--- src/rtl/mmio_uart_tx_arbiter_pkg.sv ---
// Shared IO constants for the UART TX path: FSM encodings and UART MMIO map.
package mmio_uart_tx_arbiter_pkg;

  typedef enum logic {
    IDLE = 1'b0,
    SEND = 1'b1
  } state_t;

  localparam logic [31:0] UART_RX_ADDR     = 32'h8000_0000;
  localparam logic [31:0] UART_STATUS_ADDR = 32'h8000_0004;
  localparam logic [31:0] UART_TX_ADDR     = 32'h8000_0008;

endpackage

--- src/rtl/mmio_uart_tx_arbiter_rr.sv ---
// Two-way round-robin winner selection with a last-grant pointer.
module rr_arbiter_2 (
  input  logic       clk,
  input  logic       rst,
  input  logic [1:0] req,
  input  logic       upd,
  input  logic       upd_id,
  output logic [1:0] grant
);

  // 0 = req0 granted last, 1 = req1 granted last
  logic last_q;

  always_ff @(posedge clk or posedge rst) begin
    if (rst) begin
      last_q <= 1'b1;
    end else if (upd) begin
      last_q <= upd_id;
    end
  end

  always_comb begin
    grant = '0;
    case (req)
      2'b01:   grant = 2'b01;
      2'b10:   grant = 2'b10;
      2'b11:   grant = last_q ? 2'b01 : 2'b10;
      default: grant = '0;
    endcase
  end

endmodule

--- src/rtl/mmio_uart_tx_arbiter.sv ---
// Arbitrates two byte sources (CPU MMIO store, debug/echo) onto one UART
// transmitter, with per-source delivered-byte counters.
module mmio_uart_tx_arbiter
  import mmio_uart_tx_arbiter_pkg::*;
#(
  parameter int unsigned CNT_WIDTH = 32
) (
  input  logic                 clk,
  input  logic                 rst,
  input  logic [7:0]           req0_data,
  input  logic                 req0_valid,
  output logic                 req0_ready,
  input  logic [7:0]           req1_data,
  input  logic                 req1_valid,
  output logic                 req1_ready,
  output logic [7:0]           tx_data,
  output logic                 tx_valid,
  input  logic                 tx_ready,
  input  logic                 cnt_clear,
  output logic [CNT_WIDTH-1:0] req0_count,
  output logic [CNT_WIDTH-1:0] req1_count,
  output logic                 busy
);

  localparam logic [CNT_WIDTH-1:0] CNT_ONE = 1;

  state_t     state, state_nxt;
  logic [7:0] hold_q;
  logic       gnt_q;
  logic [1:0] grant;
  logic       accept;
  logic       deliver;

  rr_arbiter_2 u_rr (
    .clk    (clk),
    .rst    (rst),
    .req    ({req1_valid, req0_valid}),
    .upd    (deliver),
    .upd_id (gnt_q),
    .grant  (grant)
  );

  always_ff @(posedge clk or posedge rst) begin
    if (rst) begin
      state <= IDLE;
    end else begin
      state <= state_nxt;
    end
  end

  always_comb begin
    state_nxt  = state;
    req0_ready = 1'b0;
    req1_ready = 1'b0;
    tx_valid   = 1'b0;
    tx_data    = '0;
    accept     = 1'b0;
    deliver    = 1'b0;
    case (state)
      IDLE: begin
        // readies are combinational from valid, so gate them while in reset
        req0_ready = grant[0] && !rst;
        req1_ready = grant[1] && !rst;
        accept     = req0_ready || req1_ready;
        if (accept) state_nxt = SEND;
      end
      SEND: begin
        tx_valid = 1'b1;
        tx_data  = hold_q;
        deliver  = tx_ready;
        if (tx_ready) state_nxt = IDLE;
      end
      default: state_nxt = IDLE;
    endcase
  end

  assign busy = (state != IDLE);

  always_ff @(posedge clk or posedge rst) begin
    if (rst) begin
      hold_q <= '0;
      gnt_q  <= 1'b0;
    end else if (accept) begin
      hold_q <= grant[1] ? req1_data : req0_data;
      gnt_q  <= grant[1];
    end
  end

  always_ff @(posedge clk or posedge rst) begin
    if (rst) begin
      req0_count <= '0;
      req1_count <= '0;
    end else begin
      if (cnt_clear)                req0_count <= '0;
      else if (deliver && !gnt_q)   req0_count <= req0_count + CNT_ONE;
      if (cnt_clear)                req1_count <= '0;
      else if (deliver && gnt_q)    req1_count <= req1_count + CNT_ONE;
    end
  end

endmodule

--- config.mk ---
export PLATFORM = sky130hd
export DESIGN_NAME = mmio_uart_tx_arbiter
export DESIGN_NICKNAME = d
export VERILOG_FILES = /design/src/rtl/mmio_uart_tx_arbiter_pkg.sv /design/src/rtl/mmio_uart_tx_arbiter_rr.sv /design/src/rtl/mmio_uart_tx_arbiter.sv
export SDC_FILE = /design/constraint.sdc
export NUM_CORES = 1
export LEC_CHECK = 0
export BUFFER_PORTS_ARGS = -buffer_cell sky130_fd_sc_hd__buf_2
export CAP_MARGIN = 20
export CORE_ASPECT_RATIO = 1.2
export CORE_MARGIN = 1
export CORE_UTILIZATION = 45
export CTS_CLUSTER_SIZE = 28
export DETAILED_ROUTE_END_ITERATION = 7
export MAX_ROUTING_LAYER = met4
export PLACE_DENSITY_LB_ADDON = 0.25
export RECOVER_POWER = 25
export SYNTH_ARGS = -nofsm -noshare
export SYNTH_HDL_FRONTEND = slang
export SYNTH_HIERARCHICAL = 1
export SYNTH_SLANG_ARGS = --single-unit
export TNS_END_PERCENT = 30
--- constraint.sdc ---
create_clock -name clk -period 3.4 [get_ports clk]
set_input_delay 1.02 -clock clk [delete_from_list [all_inputs] [get_ports clk]]
set_output_delay 1.02 -clock clk [all_outputs]
set_load 0.1 [all_outputs]
=== Word level (Yosys, flattened, before mapping) ===
Index checks and enable logic that the tools add are counted.

* $add $sub $neg: 2
* Equality and inequality tests: 3
* Multiplexer cells: 16
* Bitwise gates (word level): 1
* Reduce and logical (&&, ||, !) cells: 9

{| class="wikitable"
|+ Operators by type and width
! cell !! number
|-
| $mux 32 || 4
|-
| $add 32x1->32 const B || 2
|-
| $mux 8 || 2
|-
| $mux 1 || 7
|-
| $pmux 2 s3 || 1
|-
| $eq 2x2->1 const B || 2
|-
| $logic_and 1x1->1 || 4
|-
| $reduce_bool 2->1 || 2
|-
| $eq 2x1->1 const B || 1
|-
| $logic_not 1->1 || 2
|-
| $mux 2 || 1
|-
| $pmux 1 s2 || 1
|-
| $logic_or 1x1->1 || 1
|-
| $not 1->1 || 1
|}

* Flip-flop bits (word level): 75
* Input port bits: 22
* Output and inout port bits: 76
* Word-level logic and storage cells: 37

=== Longest topological paths before layout ===
* Depth in word-level cells: 6
* Mapped depth: 7
* Depth with buffers taken out: 6

=== Cells and area by module ===
The synthesis kept the hierarchy.

{| class="wikitable"
|+ Modules (own cells, without submodules)
! module !! times used !! cells an instance !! area each (um^2) !! seq. area each (um^2)
|-
| mmio_uart_tx_arbiter || 1 || 415 || 3853.7 || 1851.8
|-
| rr_arbiter_2 || 1 || 7 || 57.6 || 26.3
|}

=== Least setup slack after synthesis ===
OpenSTA, ideal clock, no wires.

* Path kind: input to output
* From: input req1_valid
* To: output req1_ready
* Arrival time: 3.937 ns
* Required time: 2.380 ns
* Slack: -1.557 ns
* Stages: 3
* Buffers on the path: 1
* Path through: a21boi_0 > clkbuf_1 > nor3b_1

* Cells in the longest elaborated chain, start to end: 4
* Elaborated cells between the ends (all ways): 6
* Classes of those cells: 3 x eq/ne; 2 x mux; 1 x reduce/logical

{| class="wikitable"
|+ Ends and longest elaborated chain
! element !! line !! source
|-
| start, declared || mmio_uart_tx_arbiter.sv:14 || <nowiki>input logic req1_valid,</nowiki>
|-
| $eq 2x2->1 or $eq 2x1->1 (tied branches) || mmio_uart_tx_arbiter_rr.sv:24 || <nowiki>case (req)</nowiki>
|-
| $pmux 2 s3 * || mmio_uart_tx_arbiter_rr.sv:24 ||
|-
| $logic_and 1x1->1 * || mmio_uart_tx_arbiter.sv:63 || <nowiki>req1_ready = grant[1] && !rst;</nowiki>
|-
| $mux 1 * || mmio_uart_tx_arbiter.sv:59 || <nowiki>case (state)</nowiki>
|-
| end, declared || mmio_uart_tx_arbiter.sv:15 || <nowiki>output logic req1_ready,</nowiki>
|}

Every way passes the cells marked *; elsewhere a longest branch is shown, timed or not.

=== Worst setup path in the final report ===
* From: input req0_valid
* To: output req1_ready

* Cells in the longest elaborated chain, start to end: 4
* Elaborated cells between the ends (all ways): 6
* Classes of those cells: 3 x eq/ne; 2 x mux; 1 x reduce/logical

{| class="wikitable"
|+ Ends and longest elaborated chain
! element !! line !! source
|-
| start, declared || mmio_uart_tx_arbiter.sv:11 || <nowiki>input logic req0_valid,</nowiki>
|-
| $eq 2x2->1 or $eq 2x1->1 (tied branches) || mmio_uart_tx_arbiter_rr.sv:24 ||
|-
| $pmux 2 s3 * || mmio_uart_tx_arbiter_rr.sv:24 ||
|-
| net grant[1] || mmio_uart_tx_arbiter.sv:30 || <nowiki>logic [1:0] grant;</nowiki>
|-
| $logic_and 1x1->1 * || mmio_uart_tx_arbiter.sv:63 ||
|-
| $mux 1 * || mmio_uart_tx_arbiter.sv:59 ||
|}

The timed path passes the listed nets; every way through them passes the cells marked *.

==> reports/summary.txt <==
fmax -> 327 MHz
post-synthesis sequential area ratio -> 48.0%
worst hold endpoint -> hold_q[7]
Gates resized, CTS repair -> 0
Reg area -> 1880 um2
Placed Area -> 4550 um2
Crit Reg-Reg Endpoint -> req1_count[31]
Core Area -> 8290 um2
number of vias in the routed layout -> 3563
share of cells above drive strength 1 -> 24.5%
Crit. End Element -> output port
remaining global-route overflow -> 0
RePlAce Congestion -> 0.792
Hold Path Depth -> 2
Setup CP Type -> input pin to output port
hold_buf cts -> 0
CTS root buffer -> clkbuf_8
I/O pin cnt -> 98
fillers -> 789
clk buf depth -> 2
Final setup viols -> 0
die area -> 9070 um2
fin crit share -> 89.9%
min-delay worst type -> register to register
hold_sp -> hold_q[7]
port buffer count -> 97
Avg Inst Size Synth -> 9.27 um2
Die Y -> 104 um
diodes inserted -> 0
Slew @ Worst Pin -> 1.17 ns
Critical Path Fanout Max -> 3
overall routing resource usage -> 22.4%
Post-Syn Nets -> 446
Setup Buffers After CTS -> 0
Slew headroom -> 22.0%
PwrDens -> 491 nW/um2
CTS sink cnt -> 75
Syn. warnings -> 6
Power Total -> 2.32 mW
status -> complete, no violations
fraction of synthesis flops using an asynchronous set or reset pin -> 100%
WP data required -> 2.38 ns
WL/cell -> 14.5 um
Synth Flop Type -> dfrtp_1
clk_skew -> 0.00831 ns
reg2reg path depth -> 5
Final ANT Viol Nets -> 0
Worst-path clk slew -> 0.08 ns
DR iter-0 viols -> 166
flops & latches, synth -> 75
Num CTS Buffers -> 9
Post-DP HPWL -> 6330 um
Lkg Pwr -> 2.10 nW
RSZ-0062 raised after global routing -> no
worst skew pair latency -> 0.36 ns
most frequent cells in the layout -> buf_2 (95), dfrtp_1 (74), a21oi_1 (40)
Max Cap Violations -> 0
CP arrival -> 2.04 ns
area of the multi-input gates -> 1870 um2
CTS tree -> yes
Tmin final -> 3.06 ns
initial antenna violation count -> 0
Syn Std Cell Area -> 3910 um2
pin count of the biggest net entering global routing -> 40
number of synthesized flops with an enable pin -> 0
Vias/cell -> 5.63
startpoint types -> input pin
first-pass GRT wire length -> 15800 um
FP Rows -> 36
fin nets -> 538
worst vdd ir -> 496 uV
commonest non-fill, non-tap cell in the layout -> buf_2
DRC viols -> 0
Layout area overhead -> 20.8%
chip width -> 87.1 um
reg2reg setup slack -> 0.72 ns
vias in the first global route -> 3462
final instance area -> 4720 um2
number of distinct library cells after synthesis -> 37
DRT Pass-1 Iters -> 4
Synth Instances -> 422
Starting Density -> 47.2%
Reg2Reg Launch Point -> busy
total wire length -> 9180 um
final hold vios -> 0
final-report max-slew violation count -> 0
H-tree Lvls -> 3
[cell families after synthesis]
logic type,share of synthesized area (%)
xor+xnor,3.81
mux,4.00
simple gates,25.8
buf+inv,4.16
compound gates,13.6
fa+ha+maj,0.640
flops,48.0
[critical path, stage by stage]
cell and delay, ns:
buf_2 0.10, a21boi_1 0.17, nor3b_1 0.49, buf_12 0.25
[synthesized netlist by cell type, types with 2 or more instances]
cell type,number,share of area [%]
dfrtp_1,74,47
or3_1,19,3.0
and2_1,12,1.9
mux2_2,5,1.4
nor3_1,5,0.64
nor4_1,9,1.4
o21ai_0,25,3.2
nand2_1,30,2.9
inv_1,17,1.6
nand4_1,16,2.6
ha_1,2,0.64
and3_1,2,0.32
nor2_1,28,2.7
nor3b_1,2,0.38
clkbuf_1,22,2.1
or4_1,27,5.2
xnor2_1,14,3.1
nand3_1,13,1.7
nor2b_1,4,0.64
o31ai_1,24,4.6
xor2_1,3,0.67
a21oi_1,40,5.1
mux2i_1,10,2.6
and4_1,6,1.3
[layer usage]
metal	vias up	part of all wire (%)	global-route usage, %
met2	94	50	36.6
met3	8	5.1	5.71
met4	0	1.1	8.08
met5	-	0	-
met1	1732	44	26.7
li1	1729	-	-
[per-stage QoR]
stage	hold slack (ns)	setup WS [ns]	instances	utilization, %	setup TNS, ns
2_1_floorplan	0.442	-0.0286	422	-	-0.0286
3_3_place_gp	0.455	0.430	617	54.9	0
3_5_place_dp	0.462	0.389	617	54.9	0
4_1_cts	0.480	0.433	633	57.4	0
5_1_grt	0.514	0.267	633	57.0	0
6_report	0.475	0.342	633	57.0	0
[report_power, final]
part           internal (mW)  switching [mW]  total [mW]  leakage, nW
clock                  0.381           0.330       0.711       0.0998
sequential             0.964          0.0600        1.02         1.03
combinational          0.121           0.465       0.587        0.977
total                   1.47           0.855        2.32         2.10
[how the worst max path moves through the flow]
stage,cells past startpoint,startpoint,end
2_1_floorplan,2,req0_valid,req0_ready
3_3_place_gp,5,tx_ready,req1_count[30]
3_5_place_dp,5,tx_ready,req1_count[30]
4_1_cts,4,req1_valid,req0_ready
5_1_grt,4,req0_valid,req1_ready
6_report,4,req0_valid,req1_ready
[flip-flops by register name, indices dropped and copies added, names as in the netlist]
name,flops
busy,1
req1_count,32
req0_count,32
gnt_q,1
hold_q,8
u_rr/last_q,1
[cell type report]
class / instances / area share [%]
Clock inverter: 3 / 0.980
Sequential cell: 75 / 39.8
Clock buffer: 13 / 3.36
Multi-Input combinational cell: 305 / 39.6
Inverter: 17 / 1.35
Timing Repair Buffer: 106 / 11.9
Tap cell: 114 / 3.02
(Power assumes the default switching activity.)
